==> src/rtl/tick_scheduler.sv <==
// tick_scheduler: shared timebase for the IO devices.
// A free-running prescaler emits a one-cycle base_tick every PRESCALE clocks.
// Each of NCH channels counts base ticks and raises a pending event every
// `period` ticks; the event is held until the owner acknowledges it, and a
// sticky overrun flag records events that fired on top of an unacked one.
// Optional feature macro: TICK_SCHEDULER_ONESHOT_EN adds a per-channel
// one-shot mode (cfg_oneshot port) that disables the channel after it fires.
module tick_scheduler #(
    parameter int PRESCALE = 12500000,
    parameter int NCH      = 4,
    parameter int CHW      = 2,
    parameter int CNTW     = 16
) (
    input  logic            clk,
    input  logic            rst,
    input  logic            cfg_we,
    input  logic [CHW-1:0]  cfg_ch,
    input  logic            cfg_en,
    input  logic [CNTW-1:0] cfg_period,
`ifdef TICK_SCHEDULER_ONESHOT_EN
    input  logic            cfg_oneshot,
`endif
    input  logic [NCH-1:0]  ch_ack,
    output logic            base_tick,
    output logic [NCH-1:0]  ch_pend,
    output logic [NCH-1:0]  ch_ovr
);

    localparam int PW = (PRESCALE > 1) ? $clog2(PRESCALE) : 1;
    localparam logic [PW-1:0] PLAST = PW'(PRESCALE - 1);

    logic [PW-1:0]   pcnt;
    logic [NCH-1:0]  en;
    logic [CNTW-1:0] period [NCH];
    logic [CNTW-1:0] cnt    [NCH];
`ifdef TICK_SCHEDULER_ONESHOT_EN
    logic [NCH-1:0]  oneshot;
`endif

    logic [NCH-1:0]  wr;
    logic [NCH-1:0]  tick_on;
    logic [NCH-1:0]  fire;

    // Free-running prescaler; base_tick is the registered wrap pulse.
    always_ff @(posedge clk) begin
        if (rst) begin
            pcnt      <= '0;
            base_tick <= 1'b0;
        end else if (pcnt == PLAST) begin
            pcnt      <= '0;
            base_tick <= 1'b1;
        end else begin
            pcnt      <= pcnt + PW'(1);
            base_tick <= 1'b0;
        end
    end

    // Per-channel decode: a config write to a channel masks its tick that cycle.
    always_comb begin
        wr      = '0;
        tick_on = '0;
        fire    = '0;
        for (int i = 0; i < NCH; i++) begin
            wr[i]      = cfg_we && (cfg_ch == CHW'(i));
            tick_on[i] = !wr[i] && base_tick && en[i] && (period[i] != '0);
            fire[i]    = tick_on[i] && (cnt[i] == CNTW'(1));
        end
    end

    // Channel configuration, countdown/reload, and pending/overrun tracking.
    always_ff @(posedge clk) begin
        if (rst) begin
            en      <= '0;
            ch_pend <= '0;
            ch_ovr  <= '0;
`ifdef TICK_SCHEDULER_ONESHOT_EN
            oneshot <= '0;
`endif
            for (int i = 0; i < NCH; i++) begin
                period[i] <= '0;
                cnt[i]    <= '0;
            end
        end else begin
            for (int i = 0; i < NCH; i++) begin
                if (wr[i]) begin
                    en[i]     <= cfg_en;
                    period[i] <= cfg_period;
                    cnt[i]    <= cfg_period;
`ifdef TICK_SCHEDULER_ONESHOT_EN
                    oneshot[i] <= cfg_oneshot;
`endif
                end else if (fire[i]) begin
                    cnt[i] <= period[i];
`ifdef TICK_SCHEDULER_ONESHOT_EN
                    if (oneshot[i]) begin
                        en[i] <= 1'b0;
                    end
`endif
                end else if (tick_on[i]) begin
                    cnt[i] <= cnt[i] - CNTW'(1);
                end

                if (fire[i]) begin
                    ch_pend[i] <= 1'b1;
                    if (ch_ack[i]) begin
                        ch_ovr[i] <= 1'b0;
                    end else if (ch_pend[i]) begin
                        ch_ovr[i] <= 1'b1;
                    end
                end else if (ch_ack[i]) begin
                    ch_pend[i] <= 1'b0;
                    ch_ovr[i]  <= 1'b0;
                end
            end
        end
    end

endmodule

==> config.mk <==
export PLATFORM = sky130hd
export DESIGN_NAME = tick_scheduler
export DESIGN_NICKNAME = d
export VERILOG_FILES = /design/src/rtl/tick_scheduler.sv
export SDC_FILE = /design/constraint.sdc
export NUM_CORES = 1
export LEC_CHECK = 0
export ABC_AREA = 1
export BUFFER_PORTS_ARGS = -buffer_cell sky130_fd_sc_hd__buf_2
export CAP_MARGIN = 10
export CORE_MARGIN = 10
export CORE_UTILIZATION = 62
export DETAILED_ROUTE_END_ITERATION = 12
export PLACE_DENSITY = 0.83
export SLEW_MARGIN = 20
export SYNTH_ARGS = -nofsm -noshare
export SYNTH_HDL_FRONTEND = slang
export SYNTH_SLANG_ARGS = --single-unit
==> constraint.sdc <==
create_clock -name clk -period 2.04 [get_ports clk]
set_input_delay 0.204 -clock clk [delete_from_list [all_inputs] [get_ports clk]]
set_output_delay 0.204 -clock clk [all_outputs]
set_load 0.01 [all_outputs]
==> results.tsv, run 1 <==
stage	metric	value	unit
run_status	status	completed	
synth	synth_cells	1221	
synth	yosysTopAreaCell	edfxtp_1	
synth	syn-num-nets	1256	
setup_path	critPathKind	flip-flop to flip-flop	
timing	fin_crit_sh	96.1	%
placed_design	io_buffer_count	34	
cells_and_area	final_cells	1486	
synth	ys_seq_area_share	47.7	%
timing	tns	0	ns
setup_path	crit_required	2.24	ns
detailed_routing	dr_total_vias	8266	
synth	synth_area	9610	µm²
timing	worstMarginPinSlew	0.537	ns
detailed_routing	post-route-drc-count	0	
cells_and_area	antenna_cells	0	
synth	synthTopCellsByCount	nor2_1, nand2_1, inv_1, edfxtp_1, nand3_1	
timing	max_freq	510	MHz
clock_network	cts_tree	done	
setup_path	crit_path_start	cnt[1][4]$_SDFFCE_PN0P_	
detailed_routing	drt_iter0_markers	988	
timing	report.final.slew_viol_count	0	
synth	synthDominantCellAreaShare	40.0	%
clock_network	clkSinkCount	165	
synth	async_reset_ff_share	0	%
detailed_routing	via_per_inst	5.56	
grt	grtUsageTotal	22.1	%
synth	ys_ff_latch	165	
detailed_routing	drt-pass1-iter-count	5	
detailed_routing	ant_nets	0	
synth	synth_most_common_cell	nor2_1	
setup_path	end_kind	flip-flop	
power_and_ir_drop	irDropWorstVdd	0.607	mV
cells_and_area	drive_above_1_share	13.3	%
floorplan	fp.dieW	145	µm
setup_path	endpoint	cnt[1][5]$_SDFFCE_PN0P_	
grt	grt_overflow	0	
clock_network	path_clk_slew	0.07	ns
floorplan	fp.dieH	145	µm
clock_network	clockRootBuffer	clkbuf_16	
synth	synthDistinctLibCells	45	
power_and_ir_drop	seq_power_share	51.9	%
setup_path	crit_fanout	12	
timing	setup_violations	0	
clock_network	htree_num_levels	4	
cells_and_area	fin_area	10800	µm²
grt	grt_pass1_wl	36.5	mm
setup_path	critPathArrivalTime	2.16	ns
floorplan	die_area	20900	µm²
setup_path	worstReg2RegEnd	cnt[1][5]$_SDFFCE_PN0P_	
cells_and_area	area_growth	12.2	%
timing	rsz0062_at_grt	true	
setup_path	cp-start-kind	flip-flop	
setup_path	reg2reg_depth	9	
detailed_routing	drt-total-wl	23.0	mm
placed_design	place_inst	1444	
setup_path	reg2reg_from	cnt[1][4]$_SDFFCE_PN0P_	
placed_design	gp_congestion	0.945	
cells_and_area	nets	1320	
power_and_ir_drop	internal_power	5.69	mW
power_and_ir_drop	combPwrFrac	9.3	%
timing	slew_headroom	64.1	%
synth	yosysWarnings	0	
clock_network	insertion_delay	0.44	ns
grt	grt_pass1_vias	7766	
timing	finalHoldViolCount	0	
synth	synth_edf_count	128	
floorplan	initial_core_util	63.2	%
synth	synth.area.top_cells	edfxtp_1, nor2_1, nand2_1, dfxtp_1, inv_1	
clock_network	numCtsBuffers	17	
floorplan	boundaryPins	35	
floorplan	design.core.area	15200	µm²
power_and_ir_drop	p_leak	4.69	nW
placed_design	detailed_place_hpwl	16.2	mm
power_and_ir_drop	p_switching	1.89	mW
placed_design	dpl_cell_area	10100	µm²
power_and_ir_drop	powerDensity	702	nW/µm²
grt	grt_max_degree	25	
setup_path	rrSetupSlack	0.08	ns
synth	synth_top_flop_cell	edfxtp_1	
flow_run	maxCapViolations	0	
cells_and_area	utilization	71.0	%
power_and_ir_drop	power_frac_clock	38.8	%
clock_network	clockBufferDepth	2	
detailed_routing	routedWlPerCell	15.5	µm
power_and_ir_drop	switching_share	24.9	%
hold_path	hold_path_class	primary input to flip-flop	
timing	finalCriticalPeriod	1.96	ns
floorplan	row_count	45	
synth	synth_area_per_cell	7.87	µm²
timing	fin_skew	0.00973	ns
grt	antenna_found_initial	0	
==> stage by stage <==
| step | setup WS, ns | power (mW) | hold WS (ns) |
|---|---|---|---|
| floorplan | 0.276 | 4.43 | 0.281 |
| global placement | 0.0963 | 4.65 | 0.386 |
| detailed placement | 0.0618 | 4.67 | 0.391 |
| CTS | 0.00541 | 7.56 | 0.0155 |
| global route | -0.101 | 7.83 | 0.0384 |
| finish | 0.0798 | 7.58 | 0.0193 |
==> power by group through the flow <==
stage               registers, mW  logic, mW  clock network, mW
floorplan                    3.97      0.464                  0
global placement             3.99      0.656                  0
detailed placement           4.00      0.672                  0
CTS                          3.93      0.682               2.95
global route                 3.95      0.783               3.10
finish                       3.93      0.703               2.94
==> timing repair <==
item,in CTS,in global routing
hold buffers,1,0
hold endpoints to repair,1,0
buffers inserted,0,7
gates resized for setup,0,14
endpoints found under the setup margin,0,45
==> kinds of logic (layout without fill, tap and decap cells) <==
logic type	after synthesis	in the layout	synth area share, %
and+or+nand+nor	687	689	31.9
buffers and inverters	199	274	8.38
DFF	165	165	47.7
AOI/OAI and AO/OA	113	113	6.46
xor gates and xnor gates	48	48	4.37
adders and majority gates	9	9	1.17
==> registers in the layout, indices dropped and copies added (netlist names) <==
register / cells
en: 4
ch_ovr: 4
ch_pend: 4
base_tick: 1
cnt: 64
pcnt: 24
period: 64
==> worst max-delay path: stages, from the launching register on <==
cell and delay (ns):
edfxtp_1 0.44, nor2_2 0.17, nand2_1 0.13, nor2_1 0.15, nand3_2 0.17, nand3_4 0.22
buf_4 0.20, nand3_1 0.12, nand2_1 0.08, inv_1 0.04
==> worst min path at each step <==
| stage | startpoint | endpoint | slack (ns) | cells after the start |
|---|---|---|---|---|
| floorplan | ch_ack[1] | ch_ovr[1]$_SDFFE_PP0P_ | 0.28 | 1 |
| global placement | ch_ack[1] | ch_ovr[1]$_SDFFE_PP0P_ | 0.39 | 2 |
| detailed placement | ch_ack[1] | ch_ovr[1]$_SDFFE_PP0P_ | 0.39 | 2 |
| CTS | ch_ack[3] | ch_ovr[3]$_SDFFE_PP0P_ | 0.02 | 3 |
| global route | ch_ack[3] | ch_ovr[3]$_SDFFE_PP0P_ | 0.04 | 3 |
| finish | ch_ack[3] | ch_ovr[3]$_SDFFE_PP0P_ | 0.02 | 3 |
==> layout make-up <==
class / instances / area (µm²)
clock buffers: 23 / 479
clock inverters: 9 / 52.6
fillers: 1183 / 4410
inverters: 172 / 653
multi-input cells: 859 / 4290
flip-flops and latches: 165 / 4580
well taps: 188 / 235
repair buffers: 70 / 493
==> placed cells by master, fill, tap and decap left out, types with 19 or more instances in the layout <==
cell type	instances
a21oi_1	71
buf_2	34
buf_4	31
dfxtp_1	37
edfxtp_1	128
inv_1	155
nand2_1	218
nand3_1	115
nor2_1	246
nor2_2	21
nor3_1	20
o21ai_0	19
xor2_1	32
==> routing by layer <==
| layer | part of all wire, % | GRT usage [%] | vias up | routed length [µm] |
|---|---|---|---|---|
| li1 | - | - | 4113 | - |
| met1 | 41 | 27.6 | 3769 | 9510 |
| met2 | 48 | 36.2 | 329 | 11000 |
| met3 | 7.4 | 3.90 | 55 | 1710 |
| met4 | 3.4 | 10.6 | 0 | 791 |
| met5 | 0 | 0 | - | 0 |
(Power assumes the default switching activity.)
==> inputs of run 2 (changes only) <==
==> constraint.sdc (replaced) <==
create_clock -name clk -period 2 [get_ports clk]
set_input_delay 0.3 -clock clk [delete_from_list [all_inputs] [get_ports clk]]
set_output_delay 0.3 -clock clk [all_outputs]
set_load 0.01 [all_outputs]
==> results.tsv, run 2 (synthesis gave the netlist of run 1 again) <==
stage	metric	value	unit
cells_and_area	multi_input_comb_area	4320	µm²
setup_path	crit_required	2.18	ns
clock_network	htree_num_levels	4	
timing	max_freq	514	MHz
timing	fin_skew	0.00870	ns
cells_and_area	final_cell_mix	nor2_1, nand2_1, inv_1	
cells_and_area	utilization	73.2	%
placed_design	dpl_cell_area	10200	µm²
detailed_routing	via_per_inst	5.60	
placed_design	place_inst	1457	
cells_and_area	final_common_cell	nor2_1	
grt	antenna_found_initial	0	
grt	grt_pass1_vias	7955	
floorplan	die_area	20900	µm²
setup_path	end_kind	flip-flop	
setup_path	cp-start-kind	flip-flop	
placed_design	io_buffer_count	34	
floorplan	fp.dieH	145	µm
clock_network	cts_tree	done	
detailed_routing	drt-pass1-iter-count	8	
detailed_routing	dr_total_vias	8473	
clock_network	clkSinkCount	165	
timing	fin_crit_sh	97.2	%
grt	grt_pass1_wl	38.0	mm
clock_network	insertion_delay	0.43	ns
cells_and_area	fin_area	11100	µm²
detailed_routing	ant_nets	0	
setup_path	critPathArrivalTime	2.12	ns
cells_and_area	drive_above_1_share	15.7	%
placed_design	gp_congestion	0.904	
detailed_routing	drt-total-wl	24.2	mm
detailed_routing	routedWlPerCell	16.0	µm
setup_path	crit_fanout	8	
power_and_ir_drop	irDropWorstVdd	0.615	mV
grt	grtUsageTotal	23.0	%
floorplan	initial_core_util	63.2	%
timing	tns	0	ns
cells_and_area	seq_area	4580	µm²
timing	hold_ws	0.0555	ns
floorplan	fp.dieW	145	µm
timing	slew_headroom	65.3	%
setup_path	critPathKind	flip-flop to flip-flop	
cells_and_area	antenna_cells	0	
clock_network	hold_buffers	0	
grt	grt_overflow	0	
timing	finalHoldViolCount	0	
setup_path	reg2reg_depth	11	
clock_network	clockBufferDepth	2	
cells_and_area	area_growth	15.8	%
timing	setup_violations	0	
detailed_routing	drt_iter0_markers	979	
clock_network	clockRootBuffer	clkbuf_16	
timing	report.final.slew_viol_count	0	
timing	finalCriticalPeriod	1.94	ns
run_status	status	completed	
floorplan	row_count	45	
cells_and_area	n_fill_cell	1092	
cells_and_area	top_regs	cnt x64, period x64, pcnt x24	
cells_and_area	final_cells	1512	
power_and_ir_drop	p_leak	4.85	nW
hold_path	hold_path_class	primary input to flip-flop	
clock_network	path_clk_slew	0.07	ns
floorplan	boundaryPins	35	
hold_path	hold_depth	2	
detailed_routing	post-route-drc-count	0	
floorplan	design.core.area	15200	µm²
power_and_ir_drop	powerDensity	742	nW/µm²
timing	worstMarginPinSlew	0.519	ns
clock_network	numCtsBuffers	17	
cells_and_area	nets	1346	
placed_design	detailed_place_hpwl	16.5	mm
grt	grt_max_degree	25	
flow_run	maxCapViolations	0	
-- run 2: cell count changes in the layout (fill, tap and decap cells not counted), moves of 3 or more --
cell       before  now
buf_4          31   55
a21oi_1        71   67
a21oi_2         0    4
bufinv_16       0    4
clkinv_2        5    1
inv_4           4    1
-- run 2: what timing repair did --
item,CTS,global route
pin swaps,0,8
setup buffers,1,20
resized for setup,0,26
endpoints found under the setup margin,3,62
cloned,0,2
-- run 2: where the power goes --
group | internal, mW | switching, mW
Clock | 2.13 | 1.36
Sequential | 3.89 | 0.126
Combinational | 0.254 | 0.499
Total | 6.27 | 1.98
-- run 2: final cells by class --
type / count / area share (%)
clock buffers: 21 / 4.05
clock inverters: 11 / 1.57
inverters: 172 / 5.87
multi-input cells: 858 / 38.8
flip-flops and latches: 165 / 41.2
well taps: 188 / 2.11
repair buffers: 97 / 6.38
-- run 2: worst max-delay path, cell delays in order, from the launching register on --
cell and delay [ns]:
edfxtp_1 0.40, inv_2 0.09, ha_1 0.14, nand2_1 0.07, nor2_2 0.15, nand2_1 0.11
nor2_4 0.17, nand4_4 0.16, buf_4 0.18, buf_4 0.13, nand2_1 0.06, a21oi_1 0.06
-- run 2: path summary, 6_finish.rpt --
| kind | start | endpoint | slack, ns |
|---|---|---|---|
| hold / removal | ch_ack[1] | ch_ovr[1]$_SDFFE_PP0P_ | 0.06 |
| hold reg to reg | pcnt[0]$_SDFF_PP0_ | pcnt[0]$_SDFF_PP0_ | 0.45 |
| setup / recovery | cnt[2][1]$_SDFFCE_PN0P_ | cnt[2][2]$_SDFFCE_PN0P_ | 0.06 |
| setup reg to reg | cnt[2][1]$_SDFFCE_PN0P_ | cnt[2][2]$_SDFFCE_PN0P_ | 0.06 |
-- run 2: through the flow --
stage	worst slack, ns	total power, mW
global placement	0.0930	4.76
finish	0.0551	8.26
CTS	0.0164	8.23
floorplan	0.226	4.52
detailed placement	0.0140	4.78
global route	-0.0375	8.52
-- run 2: per-layer routing --
metal | wire length, µm | track usage, %
met1 | 9670 | 28.5
met2 | 11900 | 39.6
met3 | 1920 | 3.28
met4 | 680 | 9.10
met5 | 0 | 0
==> inputs of run 3 (changes only) <==
CELL_PAD_IN_SITES_DETAIL_PLACEMENT = 0   (was not set)
CELL_PAD_IN_SITES_GLOBAL_PLACEMENT = 2   (was not set)
CORE_UTILIZATION = 35   (was 62)
PLACE_DENSITY = 0.78   (was 0.83)
==> results.tsv, run 3 (synthesis gave the netlist of run 1 again) <==
stage	metric	value	unit
cells_and_area	n_fill_cell	2825	
grt	use_met1	20.8	%
cells_and_area	final_cells	1681	
cells_and_area	final_common_cell	nor2_1	
power_and_ir_drop	powerDensity	688	nW/µm²
detailed_routing	dr_total_vias	7925	
grt	antenna_found_initial	0	
grt	grtUsageTotal	15.6	%
clock_network	cts_tree	done	
timing	fin_crit_sh	95.1	%
timing	slew_headroom	63.3	%
grt	grt_util_met2	25.6	%
cells_and_area	area_growth	19.5	%
setup_path	path_cells	nor2_2 > nand2_1 > nor2_1 > nand3_1 > buf_6 > nor2_4 > buf_4 > nand3_1 > nand3_2 > a21oi_1	
floorplan	design.core.area	27000	µm²
setup_path	crit_family	simple AND/OR/NAND/NOR gates	
placed_design	detailed_place_hpwl	19.6	mm
cells_and_area	seq_area	4580	µm²
timing	worstMarginPinSlew	0.550	ns
setup_path	end_kind	flip-flop	
timing	finalCriticalPeriod	1.90	ns
cells_and_area	final_cell_mix	nor2_1, nand2_1, inv_1	
detailed_routing	via_per_inst	4.71	
hold_path	hp-start	ch_ack[1]	
cells_and_area	drive_above_1_share	17.0	%
clock_network	clkSinkCount	165	
clock_network	clockRootBuffer	clkbuf_16	
flow_run	maxCapViolations	0	
power_and_ir_drop	p_total	7.91	mW
timing	finalHoldViolCount	0	
timing	setup_violations	0	
cells_and_area	antenna_cells	0	
timing	max_freq	526	MHz
timing	report.final.slew_viol_count	0	
setup_path	critPathKind	flip-flop to flip-flop	
clock_network	insertion_delay	0.42	ns
floorplan	initial_core_util	35.6	%
timing	fin_skew	0.0114	ns
cells_and_area	top_regs	cnt x64, period x64, pcnt x24	
grt	grt_overflow	0	
floorplan	die_area	34500	µm²
floorplan	fp.dieW	186	µm
detailed_routing	drt_iter0_markers	406	
grt	grt_max_degree	25	
detailed_routing	ant_nets	0	
floorplan	boundaryPins	35	
timing	rsz0062_at_grt	true	
timing	finalWorstSetupSlack	0.0972	ns
grt	grt_pass1_vias	7800	
grt	grt_use_met3	2.18	%
grt	top_usage_layer	met2	
cells_and_area	utilization	42.5	%
setup_path	crit_path_start	cnt[0][4]$_SDFFCE_PN0P_	
detailed_routing	drt-pass1-iter-count	5	
setup_path	slowest_delay	0.45	ns
setup_path	cp_slowest_cell	edfxtp_1	
cells_and_area	multi_input_comb_area	4330	µm²
placed_design	io_buffer_count	34	
placed_design	pre_cts_slack	0.0252	ns
power_and_ir_drop	p_leak	4.93	nW
clock_network	clockBufferDepth	2	
clock_network	numCtsBuffers	17	
clock_network	path_clk_slew	0.07	ns
setup_path	crit_fanout	4	
setup_path	crit_required	2.18	ns
placed_design	place_inst	1638	
placed_design	gp_congestion	0.791	
floorplan	row_count	60	
setup_path	cp_common_cell	nand3_1	
setup_path	reg2reg_from	cnt[0][4]$_SDFFCE_PN0P_	
detailed_routing	post-route-drc-count	0	
power_and_ir_drop	irDropWorstVdd	0.506	mV
detailed_routing	routedWlPerCell	15.5	µm
placed_design	dpl_cell_area	10700	µm²
clock_network	hold_buffers	0	
cells_and_area	fin_area	11500	µm²
setup_path	cp-start-kind	flip-flop	
floorplan	fp.dieH	186	µm
detailed_routing	drt-total-wl	26.0	mm
setup_path	critPathArrivalTime	2.08	ns
setup_path	critPathBufInv	2	
hold_path	hold_path_class	primary input to flip-flop	
grt	grt_pass1_wl	41.8	mm
cells_and_area	nets	1362	
run_status	status	completed	
clock_network	htree_num_levels	4	
[run 3: changes by cell type in the layout (fill, tap and decap cells not counted), sizes merged]
| cell | previous run | this run |
|---|---|---|
| buf | 97 | 113 |
| bufinv | 4 | 1 |
| clkbuf | 21 | 24 |
| clkinvlp | 2 | 3 |
| inv | 171 | 170 |
| nand4 | 20 | 19 |
| nor2 | 275 | 276 |
[run 3: layer usage]
metal / vias up / part of all wire [%]
met4: 0 / 1.6
met3: 22 / 2.9
met2: 100 / 47
met5: - / 0
met1: 3615 / 48
li1: 4188 / -
[run 3: area by class of cell]
class | instances | share of cell area [%]
Clock inverter | 8 | 0.664
Clock buffer | 24 | 4.02
Sequential cell | 165 | 39.9
Inverter | 172 | 5.70
Tap cell | 341 | 3.71
Timing Repair Buffer | 113 | 8.33
Multi-Input combinational cell | 858 | 37.7
[run 3: worst paths after layout]
path / to / slack, ns / cells past startpoint
worst max-delay path: cnt[0][14]$_SDFFCE_PN0P_ / 0.1 / 10
worst max register to register: cnt[0][14]$_SDFFCE_PN0P_ / 0.1 / 10
worst min-delay path: ch_ovr[1]$_SDFFE_PP0P_ / 0.05 / 2
worst min register to register: pcnt[0]$_SDFF_PP0_ / 0.45 / 1
[run 3: per-stage QoR]
step | hold WS [ns] | setup TNS, ns
floorplan | 0.377 | 0
global placement | 0.435 | 0
detailed placement | 0.441 | 0
CTS | 0.0330 | 0
global route | 0.0486 | -0.0101
finish | 0.0476 | 0
[run 3: power by group]
part,internal [mW],leakage [nW],switching (mW)
clock network,1.75,0.255,1.36
logic,0.287,3.08,0.520
registers,3.88,1.59,0.112
total,5.92,4.93,1.99
[run 3: what timing repair did]
item,CTS,global route
setup buffers,0,10
gates resized for setup,0,37
setup endpoints to repair,0,44
hold endpoints to repair,0,0
